===== src/rtl/mac_accum.sv =====
// mac_accum: final carry-propagate add and dot-product accumulator for the 8x8 MAC.
//
// Stage 1 resolves the reducer's two carry-save rows into one ROW_W+1 bit product.
// Stage 2 adds that product into the running group sum. When the product is
// flagged last, the finished sum, sticky overflow and product count are moved
// into the output register and the accumulator restarts from zero.
// A pending result that downstream has not taken stalls the whole pipeline, so
// nothing is dropped and the output fields stay stable until they are taken.
module mac_accum #(
    parameter int unsigned ROW_W = 16,
    parameter int unsigned ACC_W = 24,  // must be >= ROW_W + 1
    parameter int unsigned CNT_W = 8
) (
    input  logic             clk_i,
    input  logic             rst_i,
    // Carry-save product input
    input  logic             in_valid_i,
    output logic             in_ready_o,
    input  logic [ROW_W-1:0] row1_i,
    input  logic [ROW_W-1:0] row2_i,
    input  logic             in_last_i,
    // Finished group output
    output logic             out_valid_o,
    input  logic             out_ready_i,
    output logic [ACC_W-1:0] acc_out_o,
    output logic             out_ovf_o,
    output logic [CNT_W-1:0] out_count_o
);

    localparam int unsigned SumW = ROW_W + 1;

    // Stage 1: resolved product
    logic            p_valid_q, p_valid_d;
    logic            p_last_q,  p_last_d;
    logic [SumW-1:0] p_sum_q,   p_sum_d;

    // Stage 2: running group state
    logic [ACC_W-1:0] acc_q, acc_d;
    logic             ovf_q, ovf_d;
    logic [CNT_W-1:0] cnt_q, cnt_d;

    // Output register
    logic             out_valid_q, out_valid_d;
    logic [ACC_W-1:0] acc_out_q,   acc_out_d;
    logic             out_ovf_q,   out_ovf_d;
    logic [CNT_W-1:0] out_count_q, out_count_d;

    // Shared datapath terms
    logic             stall;
    logic [ACC_W:0]   acc_sum;   // one extra bit captures the carry out of ACC_W
    logic             acc_carry;
    logic [CNT_W-1:0] cnt_inc;   // saturating count including the incoming product

    // A held result that downstream refuses freezes every stage.
    assign stall      = out_valid_q & ~out_ready_i;
    assign in_ready_o = ~stall;

    assign acc_sum   = (ACC_W + 1)'(acc_q) + (ACC_W + 1)'(p_sum_q);
    assign acc_carry = acc_sum[ACC_W];
    assign cnt_inc   = (&cnt_q) ? cnt_q : cnt_q + CNT_W'(1);

    // Stage 1 next state: full-width add of the two carry-save rows.
    always_comb begin
        p_valid_d = p_valid_q;
        p_last_d  = p_last_q;
        p_sum_d   = p_sum_q;
        if (!stall) begin
            p_valid_d = in_valid_i;
            p_last_d  = in_last_i;
            p_sum_d   = SumW'(row1_i) + SumW'(row2_i);
        end
    end

    // Stage 2 and output register next state: accumulate, or close the group.
    always_comb begin
        acc_d       = acc_q;
        ovf_d       = ovf_q;
        cnt_d       = cnt_q;
        out_valid_d = out_valid_q;
        acc_out_d   = acc_out_q;
        out_ovf_d   = out_ovf_q;
        out_count_d = out_count_q;
        if (!stall) begin
            // Pop first; a group closing on the same edge overrides it (no bubble).
            if (out_valid_q && out_ready_i) begin
                out_valid_d = 1'b0;
            end
            if (p_valid_q) begin
                if (p_last_q) begin
                    acc_out_d   = acc_sum[ACC_W-1:0];
                    out_ovf_d   = ovf_q | acc_carry;
                    out_count_d = cnt_inc;
                    out_valid_d = 1'b1;
                    acc_d       = '0;
                    ovf_d       = 1'b0;
                    cnt_d       = '0;
                end else begin
                    acc_d = acc_sum[ACC_W-1:0];
                    ovf_d = ovf_q | acc_carry;
                    cnt_d = cnt_inc;
                end
            end
        end
    end

    // State registers with synchronous active-high reset.
    always_ff @(posedge clk_i) begin
        if (rst_i) begin
            p_valid_q   <= 1'b0;
            p_last_q    <= 1'b0;
            p_sum_q     <= '0;
            acc_q       <= '0;
            ovf_q       <= 1'b0;
            cnt_q       <= '0;
            out_valid_q <= 1'b0;
            acc_out_q   <= '0;
            out_ovf_q   <= 1'b0;
            out_count_q <= '0;
        end else begin
            p_valid_q   <= p_valid_d;
            p_last_q    <= p_last_d;
            p_sum_q     <= p_sum_d;
            acc_q       <= acc_d;
            ovf_q       <= ovf_d;
            cnt_q       <= cnt_d;
            out_valid_q <= out_valid_d;
            acc_out_q   <= acc_out_d;
            out_ovf_q   <= out_ovf_d;
            out_count_q <= out_count_d;
        end
    end

    assign out_valid_o = out_valid_q;
    assign acc_out_o   = acc_out_q;
    assign out_ovf_o   = out_ovf_q;
    assign out_count_o = out_count_q;

endmodule

===== config.mk =====
export PLATFORM = sky130hd
export DESIGN_NAME = mac_accum
export DESIGN_NICKNAME = d
export VERILOG_FILES = /design/src/rtl/mac_accum.sv
export SDC_FILE = /design/constraint.sdc
export NUM_CORES = 1
export LEC_CHECK = 0
export ABC_CLOCK_PERIOD_IN_PS = 3100
export BUFFER_PORTS_ARGS = -buffer_cell sky130_fd_sc_hd__buf_4
export CORE_UTILIZATION = 58
export DETAILED_ROUTE_END_ITERATION = 12
export PLACE_DENSITY = 0.89
export SYNTH_ARGS = -nofsm -noshare
export SYNTH_HDL_FRONTEND = slang
export SYNTH_SLANG_ARGS = --single-unit

===== constraint.sdc =====
create_clock -name clk_i -period 3.1 [get_ports clk_i]
set_clock_uncertainty 0.2 [all_clocks]
set_input_delay 0.31 -clock clk_i [delete_from_list [all_inputs] [get_ports clk_i]]
set_output_delay 0.31 -clock clk_i [all_outputs]
set_load 0.005 [all_outputs]

### After elaboration in Yosys (flattened, before gate mapping)

Cells that the tools add are included.

* logic and storage cells: 28
* input bits: 37
* output and inout bits: 35
* register bits: 86

* multiplexer cells: 7
* reductions and logical operators: 4
* bitwise operators: 4
* add/subtract/negate cells: 3

Operators by type and width (number)
* $add 24x17->25: 1
* $mux 24: 1
* $add 16x16->17: 1
* $mux 8: 2
* $add 8x1->8 const B: 1
* $reduce_and 8->1: 1
* $mux 1: 4
* $reduce_and 3->1: 1
* $not 1->1: 2
* $reduce_and 2->1: 1
* $and 1x1->1: 1
* $logic_and 1x1->1: 1
* $or 1x1->1: 1

### Longest topological paths before layout

Gate-level depths: netlist of run 1.

* depth after elaboration: 4
* gate-level depth with buffers: 10

### Worst setup path before layout of run 1

OpenSTA, ideal clock, no wires.

* path type: input to register
* start: input port row1_i[0]
* end: register p_sum_q[16]
* stages on the path: 9
* path slack: 598 ps
* data arrival time: 2182 ps
* path through: ha_1 fa_1 a211oi_1 o21ai_1 a21o_1 a221oi_2 o21ai_0 a211oi_1 nor2_1

* cells in the longest elaborated chain, start to end: 1

Ends and longest elaborated chain
* start: declaration: RTL line 19 `input logic [ROW_W-1:0] row1_i,`
* $add 16x16->17: RTL line 70 `p_sum_d = SumW'(row1_i) + SumW'(row2_i);`
* end signal: assignment: RTL line 122 `p_sum_q <= p_sum_d;`
* end: declaration: RTL line 35 `logic [SumW-1:0] p_sum_q, p_sum_d;`

No other way between the ends.
A chain may end at the register's enable or synchronous reset.

### Final worst setup path of run 1

* start: register p_sum_q[0]
* end: register acc_q[18]

* cells in the longest elaborated chain, start to end: 2

Ends and longest elaborated chain
* $add 24x17->25: RTL line 58 `assign acc_sum = (ACC_W + 1)'(acc_q) + (ACC_W + 1)'(p_sum_q);`
* $mux 24: RTL line 89 `if (p_last_q) begin`
* end signal: assignment: RTL line 112 `acc_q <= '0;`
* end signal: assignment: RTL line 123 `acc_q <= acc_d;`
* end: declaration: RTL line 38 `logic [ACC_W-1:0] acc_q, acc_d;`

No other way between the ends.

==> out/summary.txt, run 1 <==
DRT
--------------------------------------------------------------------------------------------
Vias per Instance .............................................................         6.07
Remaining routing DRC violations ..............................................            0
Remaining antenna violation count .............................................            0
Avg WL per Cell ...............................................................      15.3 um
Number of DRC markers in iteration 0 ..........................................          257
Routed wire length ............................................................      11.4 mm
Detailed-router iteration count before antenna repair .........................            7
Total via count in the routed design ..........................................         4535

SYNTH
--------------------------------------------------------------------------------------------
Number of enable flip-flop cells after synthesis ..............................            0
Fraction of the mapped netlist area in compound gates .........................        0.270
Mapped cell area ..............................................................    4900 um^2
Commonest cells in the netlist ................................................ sky130_fd_sc_hd__dfxtp_1 (86), sky130_fd_sc_hd__nand2_1 (65), sky130_fd_sc_hd__a21oi_1 (47), sky130_fd_sc_hd__nor2_1 (44), sky130_fd_sc_hd__o21ai_0 (39)
Flip-flop and latch count after synthesis .....................................           86
Instance count of the mapped netlist ..........................................          577
Most repeated cell in the gate-level netlist after synthesis .................. sky130_fd_sc_hd__dfxtp_1
Multiplexer share of the synthesized area .....................................       0.0204
Sequential share of the synthesized area ......................................        0.351
Cell taking the most area after synthesis ..................................... sky130_fd_sc_hd__dfxtp_1
YS warnings ...................................................................            0
Combinational family with the most area after synthesis ....................... compound AO/OA/AOI/OAI gates
Ranking of synthesized cells by area .......................................... sky130_fd_sc_hd__dfxtp_1 (35%), sky130_fd_sc_hd__ha_1 (8.7%), sky130_fd_sc_hd__nand2_1 (5.0%)
XOR/XNOR share of the synthesized area ........................................       0.0572
Basic-gate share of the synthesized area counting and, or, nand and nor cells .        0.169
Post-synthesis async set-or-reset flop share ..................................            0
Net count after synthesis .....................................................          650
Most used flip-flop cell after synthesis ...................................... sky130_fd_sc_hd__dfxtp_1
Syn avg cell area .............................................................    8.49 um^2
Area share of the largest cell type after synthesis ...........................        0.351
Distinct cell type count of the synthesized netlist ...........................           63
Area share of fa/ha/maj cells after synthesis .................................       0.0950

DIE
--------------------------------------------------------------------------------------------
Height of the die .............................................................      93.9 um
Starting Density ..............................................................        0.599
IO Count ......................................................................           72
Overall die area ..............................................................    8820 um^2
Width of the die ..............................................................      93.9 um
Core Footprint ................................................................    8180 um^2
Count of standard-cell rows ...................................................           33

PWR
--------------------------------------------------------------------------------------------
Leak ..........................................................................      2.45 nW
Max VDD drop ..................................................................     0.193 mV
P_sw ..........................................................................     0.749 mW
Switching share of power ......................................................        0.297
Sequential fraction of design power ...........................................        0.472
Internal power component ......................................................      1.77 mW
Pwr dens ......................................................................  442 nW/um^2
Post-layout total power .......................................................      2.52 mW
Combinational power share .....................................................        0.194
Clk network pwr share .........................................................        0.334

STATUS
--------------------------------------------------------------------------------------------
Result of the run ............................................................. finished, final reports clean

STA
--------------------------------------------------------------------------------------------
Max-slew violation total from the final report ................................            0
Slew headroom .................................................................        0.234
Worst-case hold slack .........................................................  0.000573 ns
Shortest clock period the worst path allows after layout ......................      2.75 ns
Share of the clock period used by the worst path after layout .................        0.887
Final count of negative-setup-slack endpoints .................................            0
Setup Total Neg Slack .........................................................         0 ns
Achievable Freq ...............................................................    0.364 GHz
Number of hold-slack violations in the final timing report ....................            0
Final worst setup slack .......................................................     0.351 ns
Unrepaired setup endpoints after global routing ...............................           no
Slew at the pin closest to its max-slew limit .................................      1.14 ns

CTS
--------------------------------------------------------------------------------------------
Cts bufs inserted .............................................................            9
Setup Buffers After CTS .......................................................            0
Clock transition at the registers of the reported paths .......................      0.09 ns
Post-cts hold buffer count ....................................................            1
Number of sinks driven by the clock tree ......................................           86
Clock tree from TritonCTS .....................................................        built
Number of buffers on the longest clock path ...................................            2
# H-tree levels ...............................................................            3
Post-CTS sizing ...............................................................            0
Source-to-sink clock delay at the later pin of the worst-skew pair ............      0.38 ns
Clock root cell ............................................................... sky130_fd_sc_hd__clkbuf_8

WORST HOLD PATH
--------------------------------------------------------------------------------------------
Startpoint of the worst hold path .............................................    in_last_i
Tightest Hold Check Type ...................................................... input pin to flip-flop

GLOBAL ROUTE
--------------------------------------------------------------------------------------------
Met1 GRT Util .................................................................        0.332
Busiest metal layer after global routing ......................................         met2
Antenna violations before repair ..............................................            0
Met2 Track Usage GR ...........................................................        0.462
Global-route track usage on met3 ..............................................       0.0591
Global-route wire length before repair ........................................      19.1 mm
Leftover overflow at the end of global routing ................................            0
Global-route usage over all layers ............................................        0.273
Vias in the first global route ................................................         4257
Largest net degree at the start of global routing .............................           46

FINISH
--------------------------------------------------------------------------------------------
# fillers .....................................................................          630
Total number of nets in the final design ......................................          710
Area growth syn-to-layout .....................................................        16.5%
Total inserted antenna cells ..................................................            0
Fraction of layout instances using a drive strength above 1 ...................        0.170
Footprint of the multi-input gates ............................................    3000 um^2
Util after Layout .............................................................        0.698
Area of all sequential standard cells .........................................    1720 um^2

CRITICAL PATH
--------------------------------------------------------------------------------------------
Worst Setup Path Type ......................................................... flip-flop to flip-flop
Maximum fanout count along the critical path ..................................            5
Launch point of the worst path ................................................ p_sum_q[0]$_SDFFE_PP0N_
Crit path required time .......................................................      3.15 ns
Launching element type of the critical path ...................................    flip-flop
Origin of the critical flop-to-flop path ...................................... p_sum_q[0]$_SDFFE_PP0N_
Type of element capturing the critical path ...................................    flip-flop
Worst path arrival time .......................................................      2.80 ns

PLACEMENT
--------------------------------------------------------------------------------------------
Global placement routability congestion .......................................        0.903
PortBufs ......................................................................           71
HPWL reported at the end of detailed placement ................................      8.19 mm
Pre-CTS WS ....................................................................     0.255 ns

RUN
--------------------------------------------------------------------------------------------
Count of maximum capacitance violations .......................................            0

-- placed cells by master, fill, tap and decap left out, types with 5 or more instances in the layout --
cell | synthesis | layout
sky130_fd_sc_hd__dfxtp_1 | 86 | 86
sky130_fd_sc_hd__mux2i_1 | 10 | 10
sky130_fd_sc_hd__a21o_1 | 11 | 11
sky130_fd_sc_hd__a31oi_1 | 6 | 6
sky130_fd_sc_hd__buf_4 | 0 | 77
sky130_fd_sc_hd__and3_1 | 7 | 7
sky130_fd_sc_hd__nand2_1 | 65 | 65
sky130_fd_sc_hd__a21oi_1 | 47 | 46
sky130_fd_sc_hd__clkbuf_8 | 0 | 10
sky130_fd_sc_hd__xnor2_1 | 24 | 24
sky130_fd_sc_hd__a22o_1 | 26 | 26
sky130_fd_sc_hd__o21a_1 | 5 | 5
sky130_fd_sc_hd__inv_1 | 14 | 14
sky130_fd_sc_hd__xor2_1 | 8 | 8
sky130_fd_sc_hd__o211ai_1 | 6 | 6
sky130_fd_sc_hd__nor2_1 | 44 | 44
sky130_fd_sc_hd__nor3_1 | 9 | 9
sky130_fd_sc_hd__ha_1 | 34 | 34
sky130_fd_sc_hd__a211oi_1 | 12 | 12
sky130_fd_sc_hd__o21ai_0 | 39 | 39
sky130_fd_sc_hd__nand3_1 | 19 | 19
sky130_fd_sc_hd__o21ai_1 | 5 | 5
sky130_fd_sc_hd__nor2b_1 | 5 | 5
sky130_fd_sc_hd__nand4_1 | 5 | 5
sky130_fd_sc_hd__and2_1 | 5 | 5
-- metrics by stage --
step / instances / area, um^2
2_1_floorplan: 577 / 4900
3_3_place_gp: 730 / 5490
3_5_place_dp: 730 / 5490
4_1_cts: 747 / 5710
5_1_grt: 747 / 5710
6_report: 747 / 5710
-- final timing paths --
kind,to,slack [ns],cells after the start
max,acc_q[18]$_SDFFE_PP0P_,0.35,10
min reg2reg,acc_out_o[21]$_SDFFE_PP0P_,0.26,2
max reg2reg,acc_q[18]$_SDFFE_PP0P_,0.35,10
min,p_last_q$_SDFFE_PP0N_,0.0006,3
-- power groups by stage --
| stage | Clock, mW | Sequential [mW] | Combinational, mW |
|---|---|---|---|
| after global routing | 0.891 | 1.19 | 0.542 |
| after detailed placement | 0 | 1.21 | 0.476 |
| after floorplan | 0 | 1.20 | 0.357 |
| final | 0.841 | 1.19 | 0.489 |
| after global placement | 0 | 1.21 | 0.459 |
| after CTS | 0.846 | 1.19 | 0.482 |
-- flip-flops by register name, indices dropped and copies added, names as in the netlist --
name,count
acc_out_o,24
acc_q,24
cnt_q,8
out_count_o,8
out_ovf_o,1
out_valid_o,1
ovf_q,1
p_last_q,1
p_sum_q,17
p_valid_q,1
-- worst max-delay path, cell delays in order, from the launching register on --
cell,delay [ns]
sky130_fd_sc_hd__dfxtp_1,0.35
sky130_fd_sc_hd__ha_1,0.23
sky130_fd_sc_hd__inv_1,0.09
sky130_fd_sc_hd__fa_1,0.41
sky130_fd_sc_hd__nor2b_1,0.17
sky130_fd_sc_hd__o21ai_1,0.11
sky130_fd_sc_hd__a21oi_2,0.30
sky130_fd_sc_hd__o211ai_1,0.19
sky130_fd_sc_hd__a21boi_1,0.29
sky130_fd_sc_hd__mux2i_1,0.22
sky130_fd_sc_hd__o31ai_1,0.07
-- per-layer routing --
| metal | up-vias | part of all wire |
|---|---|---|
| met5 | - | 0 |
| met4 | 0 | 0.028 |
| met3 | 29 | 0.047 |
| met2 | 156 | 0.48 |
| met1 | 2126 | 0.44 |
| li1 | 2224 | - |
-- area by class of cell --
type / count / area share
clock buffer: 10 / 0.0241
inverter: 15 / 0.00987
timing repair buffer: 78 / 0.103
tap: 105 / 0.0230
clock inverter: 6 / 0.0127
multi-input combinational: 447 / 0.526
sequential: 86 / 0.302
-- cells by family after synthesis --
logic type,after synthesis
compound gates,193
simple gates,176
flops,86
buf+inv,44
fa+ha+maj,36
xor+xnor,32
mux,10
(Power assumes the default switching activity.)
==> inputs of run 2 (changes only) <==
==> constraint.sdc (replaced) <==
create_clock -name clk_i -period 3.1 [get_ports clk_i]
set_clock_uncertainty 0.2 [all_clocks]
set_input_delay 0.62 -clock clk_i [delete_from_list [all_inputs] [get_ports clk_i]]
set_output_delay 0.62 -clock clk_i [all_outputs]
set_load 0.005 [all_outputs]
==> out/summary.txt, run 2 (same netlist as run 1, synthesis figures left out) <==
DRT
-------------------------------------------------------------------------------------
Avg WL per Cell ........................................................      15.0 um
Detailed-router iteration count before antenna repair ..................           11
Remaining routing DRC violations .......................................            2
Routed wire length .....................................................      11.3 mm
Total via count in the routed design ...................................         4470
Number of DRC markers in iteration 0 ...................................          213
Remaining antenna violation count ......................................            0
Vias per Instance ......................................................         5.96

CRITICAL PATH
-------------------------------------------------------------------------------------
Worst path top cell family by delay .................................... compound AO/OA/AOI/OAI gates
Flop2flop setup slack ..................................................      0.44 ns
Number of cells traversed by the worst register-to-register path .......           10
Number of logic stages on the critical path including buffering ........           10
Worst Setup Path Type .................................................. input pin to flip-flop
Worst path arrival time ................................................      2.77 ns
Delay of the slowest critical-path stage ...............................      0.40 ns
Count of buffer and inverter cells on the critical path ................            1
Crit path top cell by count ............................................ sky130_fd_sc_hd__a211oi_1
Maximum fanout count along the critical path ...........................            3
Type of element capturing the critical path ............................    flip-flop
Launch point of the worst path .........................................    row1_i[0]
Launching element type of the critical path ............................    input pin
Endpoint of the most critical register-to-register path ................ acc_q[18]$_SDFFE_PP0P_
Cells along the critical path .......................................... buf_4 > ha_1 > fa_1 > a211oi_1 > o21ai_1 > a21o_1 > a221oi_2 > o21ai_0 > a211oi_1 > nor2_1
Crit path required time ................................................      3.15 ns
Max stage delay cell, worst path ....................................... sky130_fd_sc_hd__fa_1
Critical path endpoint ................................................. p_sum_q[16]$_SDFFE_PP0N_
Origin of the critical flop-to-flop path ............................... p_sum_q[0]$_SDFFE_PP0N_

CTS
-------------------------------------------------------------------------------------
Clock transition at the registers of the reported paths ................      0.09 ns
Source-to-sink clock delay at the later pin of the worst-skew pair .....      0.36 ns
Post-CTS sizing ........................................................            0
Cts bufs inserted ......................................................            9
Number of sinks driven by the clock tree ...............................           86
Clock root cell ........................................................ sky130_fd_sc_hd__clkbuf_8
# H-tree levels ........................................................            3
Number of buffers on the longest clock path ............................            2
Setup Buffers After CTS ................................................            0
Clock tree from TritonCTS ..............................................        built
Post-cts hold buffer count .............................................            0

PLACEMENT
-------------------------------------------------------------------------------------
PortBufs ...............................................................           71
Global placement routability congestion ................................        0.936
HPWL reported at the end of detailed placement .........................      8.24 mm

STA
-------------------------------------------------------------------------------------
Slew headroom ..........................................................        0.239
Share of the clock period used by the worst path after layout ..........        0.879
Shortest clock period the worst path allows after layout ...............      2.72 ns
Slew at the pin closest to its max-slew limit ..........................      1.14 ns
Achievable Freq ........................................................    0.367 GHz
Max-slew violation total from the final report .........................            0
Number of hold-slack violations in the final timing report .............            0
Worst-case hold slack ..................................................     0.262 ns
Unrepaired setup endpoints after global routing ........................           no
Setup Total Neg Slack ..................................................         0 ns
Final count of negative-setup-slack endpoints ..........................            0

FINISH
-------------------------------------------------------------------------------------
# fillers ..............................................................          652
Total number of nets in the final design ...............................          713
Fraction of layout instances using a drive strength above 1 ............        0.175
Most frequent standard cell in the layout excluding fill and tap cells . sky130_fd_sc_hd__dfxtp_1
Area growth syn-to-layout ..............................................        17.7%
Total inserted antenna cells ...........................................            0
Commonest cells after routing, fill and taps aside ..................... sky130_fd_sc_hd__dfxtp_1 (86), sky130_fd_sc_hd__buf_4 (81), sky130_fd_sc_hd__nand2_1 (65), sky130_fd_sc_hd__a21oi_1 (46), sky130_fd_sc_hd__nor2_1 (44)

GLOBAL ROUTE
-------------------------------------------------------------------------------------
Vias in the first global route .........................................         4274
Antenna violations before repair .......................................            0
Leftover overflow at the end of global routing .........................            0
Global-route usage over all layers .....................................        0.266
Global-route wire length before repair .................................      18.8 mm
Largest net degree at the start of global routing ......................           35

DIE
-------------------------------------------------------------------------------------
Overall die area .......................................................    8820 um^2
Core Footprint .........................................................    8180 um^2
Starting Density .......................................................        0.599
Width of the die .......................................................      93.9 um
IO Count ...............................................................           72
Height of the die ......................................................      93.9 um
Count of standard-cell rows ............................................           33

STATUS
-------------------------------------------------------------------------------------
Result of the run ...................................................... complete, but fails checks
Failing checks ......................................................... design-rule violations

WORST HOLD PATH
-------------------------------------------------------------------------------------
Tightest Hold Check Type ............................................... flip-flop to flip-flop
Startpoint of the worst hold path ...................................... out_count_o[4]$_SDFFE_PP0P_
Worst hold stages ......................................................            2

PWR
-------------------------------------------------------------------------------------
Max VDD drop ...........................................................     0.215 mV
Leak ...................................................................      2.49 nW
Pwr dens ...............................................................  460 nW/um^2

RUN
-------------------------------------------------------------------------------------
Count of maximum capacitance violations ................................            0

## run 2: changes by cell type in the layout (fill, tap and decap cells not counted)
cell / delta
sky130_fd_sc_hd__clkbuf_8: -1
sky130_fd_sc_hd__bufinv_16: +2
sky130_fd_sc_hd__dlygate4sd3_1: -1
sky130_fd_sc_hd__buf_4: +4
sky130_fd_sc_hd__inv_6: -2
sky130_fd_sc_hd__inv_8: +1
## run 2: area by class of cell
cell class | count | area, um^2 | area share
multi-input combinational | 447 | 3000 | 0.520
sequential | 86 | 1720 | 0.299
timing repair buffer | 81 | 608 | 0.105
tap | 105 | 131 | 0.0228
clock inverter | 7 | 126 | 0.0219
clock buffer | 9 | 124 | 0.0215
inverter | 15 | 56.3 | 0.00976
## run 2: how the worst min path moves through the flow
stage | to | slack (ns)
2_1_floorplan | acc_q[0]$_SDFFE_PP0P_ | 0.24
3_3_place_gp | out_count_o[5]$_SDFFE_PP0P_ | 0.23
3_5_place_dp | out_count_o[4]$_SDFFE_PP0P_ | 0.25
4_1_cts | out_count_o[4]$_SDFFE_PP0P_ | 0.27
5_1_grt | out_count_o[7]$_SDFFE_PP0P_ | 0.29
6_report | out_count_o[4]$_SDFFE_PP0P_ | 0.26
## run 2: per-stage QoR
step,worst slack [ns],cells,instance area [um^2],total power [mW],util
final,0.377,750,5770,2.65,0.705
after global routing,0.156,750,5770,2.76,0.705
after CTS,0.407,750,5770,2.66,0.705
after detailed placement,0.0384,734,5520,1.69,0.675
after global placement,0.0647,734,5520,1.67,0.675
after floorplan,0.288,577,4900,1.56,-
## run 2: tightest hold or removal path, cell delays in order (launching register included)
cell and delay (ns):
sky130_fd_sc_hd__dfxtp_1 0.34, sky130_fd_sc_hd__nand2_1 0.04, sky130_fd_sc_hd__o21ai_0 0.05
## run 2: routing by layer
metal / global-route usage / routed length (um) / vias to the layer above / part of all wire
li1: - / - / 2224 / -
met4: 0.112 / 198 / 0 / 0.018
met2: 0.482 / 5480 / 145 / 0.49
met1: 0.316 / 5070 / 2080 / 0.45
met3: 0.0324 / 514 / 21 / 0.046
met5: 0 / 0 / - / 0
## run 2: power breakdown
group / internal (mW) / switching, mW / leakage [nW] / total, mW
Sequential: 1.15 / 0.0367 / 0.699 / 1.19
Combinational: 0.213 / 0.279 / 1.66 / 0.492
Clock: 0.546 / 0.425 / 0.122 / 0.971
==> inputs of run 3 (changes only) <==
--- a/config.mk
+++ b/config.mk
@@ -10,6 +10,7 @@
 export CORE_UTILIZATION = 58
 export DETAILED_ROUTE_END_ITERATION = 12
 export PLACE_DENSITY = 0.89
+export REMOVE_ABC_BUFFERS = 1
 export SYNTH_ARGS = -nofsm -noshare
 export SYNTH_HDL_FRONTEND = slang
 export SYNTH_SLANG_ARGS = --single-unit
==> out/summary.txt, run 3 (same netlist as run 1, synthesis figures left out) <==
STATUS
-------------------------------------------------------------------------------------
Result of the run ...................................................... finished, final reports clean

DIE
-------------------------------------------------------------------------------------
Core Footprint .........................................................    8180 um^2
IO Count ...............................................................           72
Overall die area .......................................................    8820 um^2
Width of the die .......................................................      93.9 um
Count of standard-cell rows ............................................           33
Height of the die ......................................................      93.9 um
Starting Density .......................................................        0.599

STA
-------------------------------------------------------------------------------------
Final count of negative-setup-slack endpoints ..........................            0
Share of the clock period used by the worst path after layout ..........        0.882
Achievable Freq ........................................................    0.366 GHz
Max-slew violation total from the final report .........................            0
Shortest clock period the worst path allows after layout ...............      2.74 ns
Number of hold-slack violations in the final timing report .............            0
Worst-case hold slack ..................................................     0.255 ns
Slew at the pin closest to its max-slew limit ..........................     0.848 ns
Unrepaired setup endpoints after global routing ........................           no
Slew headroom ..........................................................        0.434

FINISH
-------------------------------------------------------------------------------------
Fraction of layout instances using a drive strength above 1 ............        0.178
Total inserted antenna cells ...........................................            0
Most frequent standard cell in the layout excluding fill and tap cells . sky130_fd_sc_hd__dfxtp_1
Non-filler instance count after layout .................................          752
# fillers ..............................................................          650
Commonest cells after routing, fill and taps aside ..................... sky130_fd_sc_hd__dfxtp_1 (86), sky130_fd_sc_hd__buf_4 (83), sky130_fd_sc_hd__nand2_1 (65), sky130_fd_sc_hd__a21oi_1 (46), sky130_fd_sc_hd__nor2_1 (44)
Total number of nets in the final design ...............................          715
Area growth syn-to-layout ..............................................        17.6%

CRITICAL PATH
-------------------------------------------------------------------------------------
Max stage delay cell, worst path ....................................... sky130_fd_sc_hd__fa_1
Worst Setup Path Type .................................................. input pin to flip-flop
Type of element capturing the critical path ............................    flip-flop
Worst path arrival time ................................................      2.80 ns
Count of buffer and inverter cells on the critical path ................            1
Number of logic stages on the critical path including buffering ........           10
Launching element type of the critical path ............................    input pin
Worst path top cell family by delay .................................... compound AO/OA/AOI/OAI gates
Crit path required time ................................................      3.16 ns
Cells along the critical path .......................................... buf_4 > ha_1 > fa_1 > a211oi_1 > o21ai_1 > a21o_1 > a221oi_2 > o21ai_0 > a211oi_1 > nor2_1
Delay of the slowest critical-path stage ...............................      0.40 ns
Maximum fanout count along the critical path ...........................            3
Crit path top cell by count ............................................ sky130_fd_sc_hd__a211oi_1
Number of cells traversed by the worst register-to-register path .......           10

CTS
-------------------------------------------------------------------------------------
Clock transition at the registers of the reported paths ................      0.09 ns
Number of sinks driven by the clock tree ...............................           86
# H-tree levels ........................................................            3
Clock root cell ........................................................ sky130_fd_sc_hd__clkbuf_8
Number of buffers on the longest clock path ............................            2
Clock tree from TritonCTS ..............................................        built
Source-to-sink clock delay at the later pin of the worst-skew pair .....      0.37 ns
Post-cts hold buffer count .............................................            0
Setup Buffers After CTS ................................................            0
Post-CTS sizing ........................................................            0
Cts bufs inserted ......................................................            9

DRT
-------------------------------------------------------------------------------------
Remaining antenna violation count ......................................            0
Avg WL per Cell ........................................................      15.3 um
Total via count in the routed design ...................................         4469
Remaining routing DRC violations .......................................            0
Detailed-router iteration count before antenna repair ..................            5
Vias per Instance ......................................................         5.94
Routed wire length .....................................................      11.5 mm
Number of DRC markers in iteration 0 ...................................          242

PWR
-------------------------------------------------------------------------------------
Max VDD drop ...........................................................     0.235 mV
Leak ...................................................................      2.49 nW
Post-layout total power ................................................      2.59 mW
Pwr dens ...............................................................  450 nW/um^2

RUN
-------------------------------------------------------------------------------------
Count of maximum capacitance violations ................................            0

WORST HOLD PATH
-------------------------------------------------------------------------------------
Tightest Hold Check Type ............................................... flip-flop to flip-flop
Worst hold stages ......................................................            2

PLACEMENT
-------------------------------------------------------------------------------------
# placed instances .....................................................          736
Global placement routability congestion ................................        0.871
HPWL reported at the end of detailed placement .........................      8.50 mm
PortBufs ...............................................................           71

GLOBAL ROUTE
-------------------------------------------------------------------------------------
Antenna violations before repair .......................................            0
Global-route wire length before repair .................................      19.3 mm
Vias in the first global route .........................................         4269
Leftover overflow at the end of global routing .........................            0
Global-route usage over all layers .....................................        0.275
Largest net degree at the start of global routing ......................           30

==> run 3: cell count changes in the layout (fill, tap and decap cells not counted), sizes merged <==
cell      previous run  this run
bufinv               3         2
clkinvlp             1         0
clkinv               0         1
buf                 81        83
clkbuf               9        10
==> run 3: through the flow <==
| step | setup WS (ns) | setup TNS [ns] | instance area, um^2 | util |
|---|---|---|---|---|
| 6_report | 0.365 | 0 | 5760 | 0.705 |
| 5_1_grt | 0.230 | 0 | 5760 | 0.705 |
| 4_1_cts | 0.396 | 0 | 5760 | 0.705 |
| 3_5_place_dp | 0.00274 | 0 | 5530 | 0.677 |
| 3_3_place_gp | 0.0772 | 0 | 5530 | 0.677 |
| 2_1_floorplan | -0.884 | -31.10 | 4770 | - |
==> run 3: path summary, 6_finish.rpt <==
kind / start / end / slack (ns)
min reg2reg: out_count_o[5]$_SDFFE_PP0P_ / out_count_o[5]$_SDFFE_PP0P_ / 0.26
min: out_count_o[5]$_SDFFE_PP0P_ / out_count_o[5]$_SDFFE_PP0P_ / 0.26
max reg2reg: p_sum_q[0]$_SDFFE_PP0N_ / acc_q[18]$_SDFFE_PP0P_ / 0.42
max: row1_i[0] / p_sum_q[16]$_SDFFE_PP0N_ / 0.36
==> run 3: worst min-delay path, stage by stage, from the launching register on <==
cell	delay (ns)
sky130_fd_sc_hd__dfxtp_1	0.33
sky130_fd_sc_hd__nand2_1	0.04
sky130_fd_sc_hd__o21ai_0	0.05
==> run 3: layout make-up <==
| type | instances | area (um^2) | area share |
|---|---|---|---|
| clock buffer | 10 | 138 | 0.0239 |
| clock inverter | 6 | 91.3 | 0.0159 |
| tap | 105 | 131 | 0.0228 |
| timing repair buffer | 83 | 623 | 0.108 |
| inverter | 15 | 56.3 | 0.00977 |
| multi-input combinational | 447 | 3000 | 0.521 |
| sequential | 86 | 1720 | 0.299 |
==> run 3: where the power goes <==
| group | total (mW) | switching (mW) | leakage (nW) | internal, mW |
|---|---|---|---|---|
| combinational | 0.494 | 0.279 | 1.67 | 0.215 |
| sequential | 1.19 | 0.0373 | 0.699 | 1.15 |
| clock | 0.908 | 0.425 | 0.118 | 0.483 |
==> run 3: layer usage <==
metal | part of all wire | routed length (um) | global-route usage
met5 | 0 | 0 | 0
met4 | 0.023 | 264 | 0.106
met3 | 0.049 | 567 | 0.0388
met2 | 0.48 | 5500 | 0.491
met1 | 0.45 | 5160 | 0.329
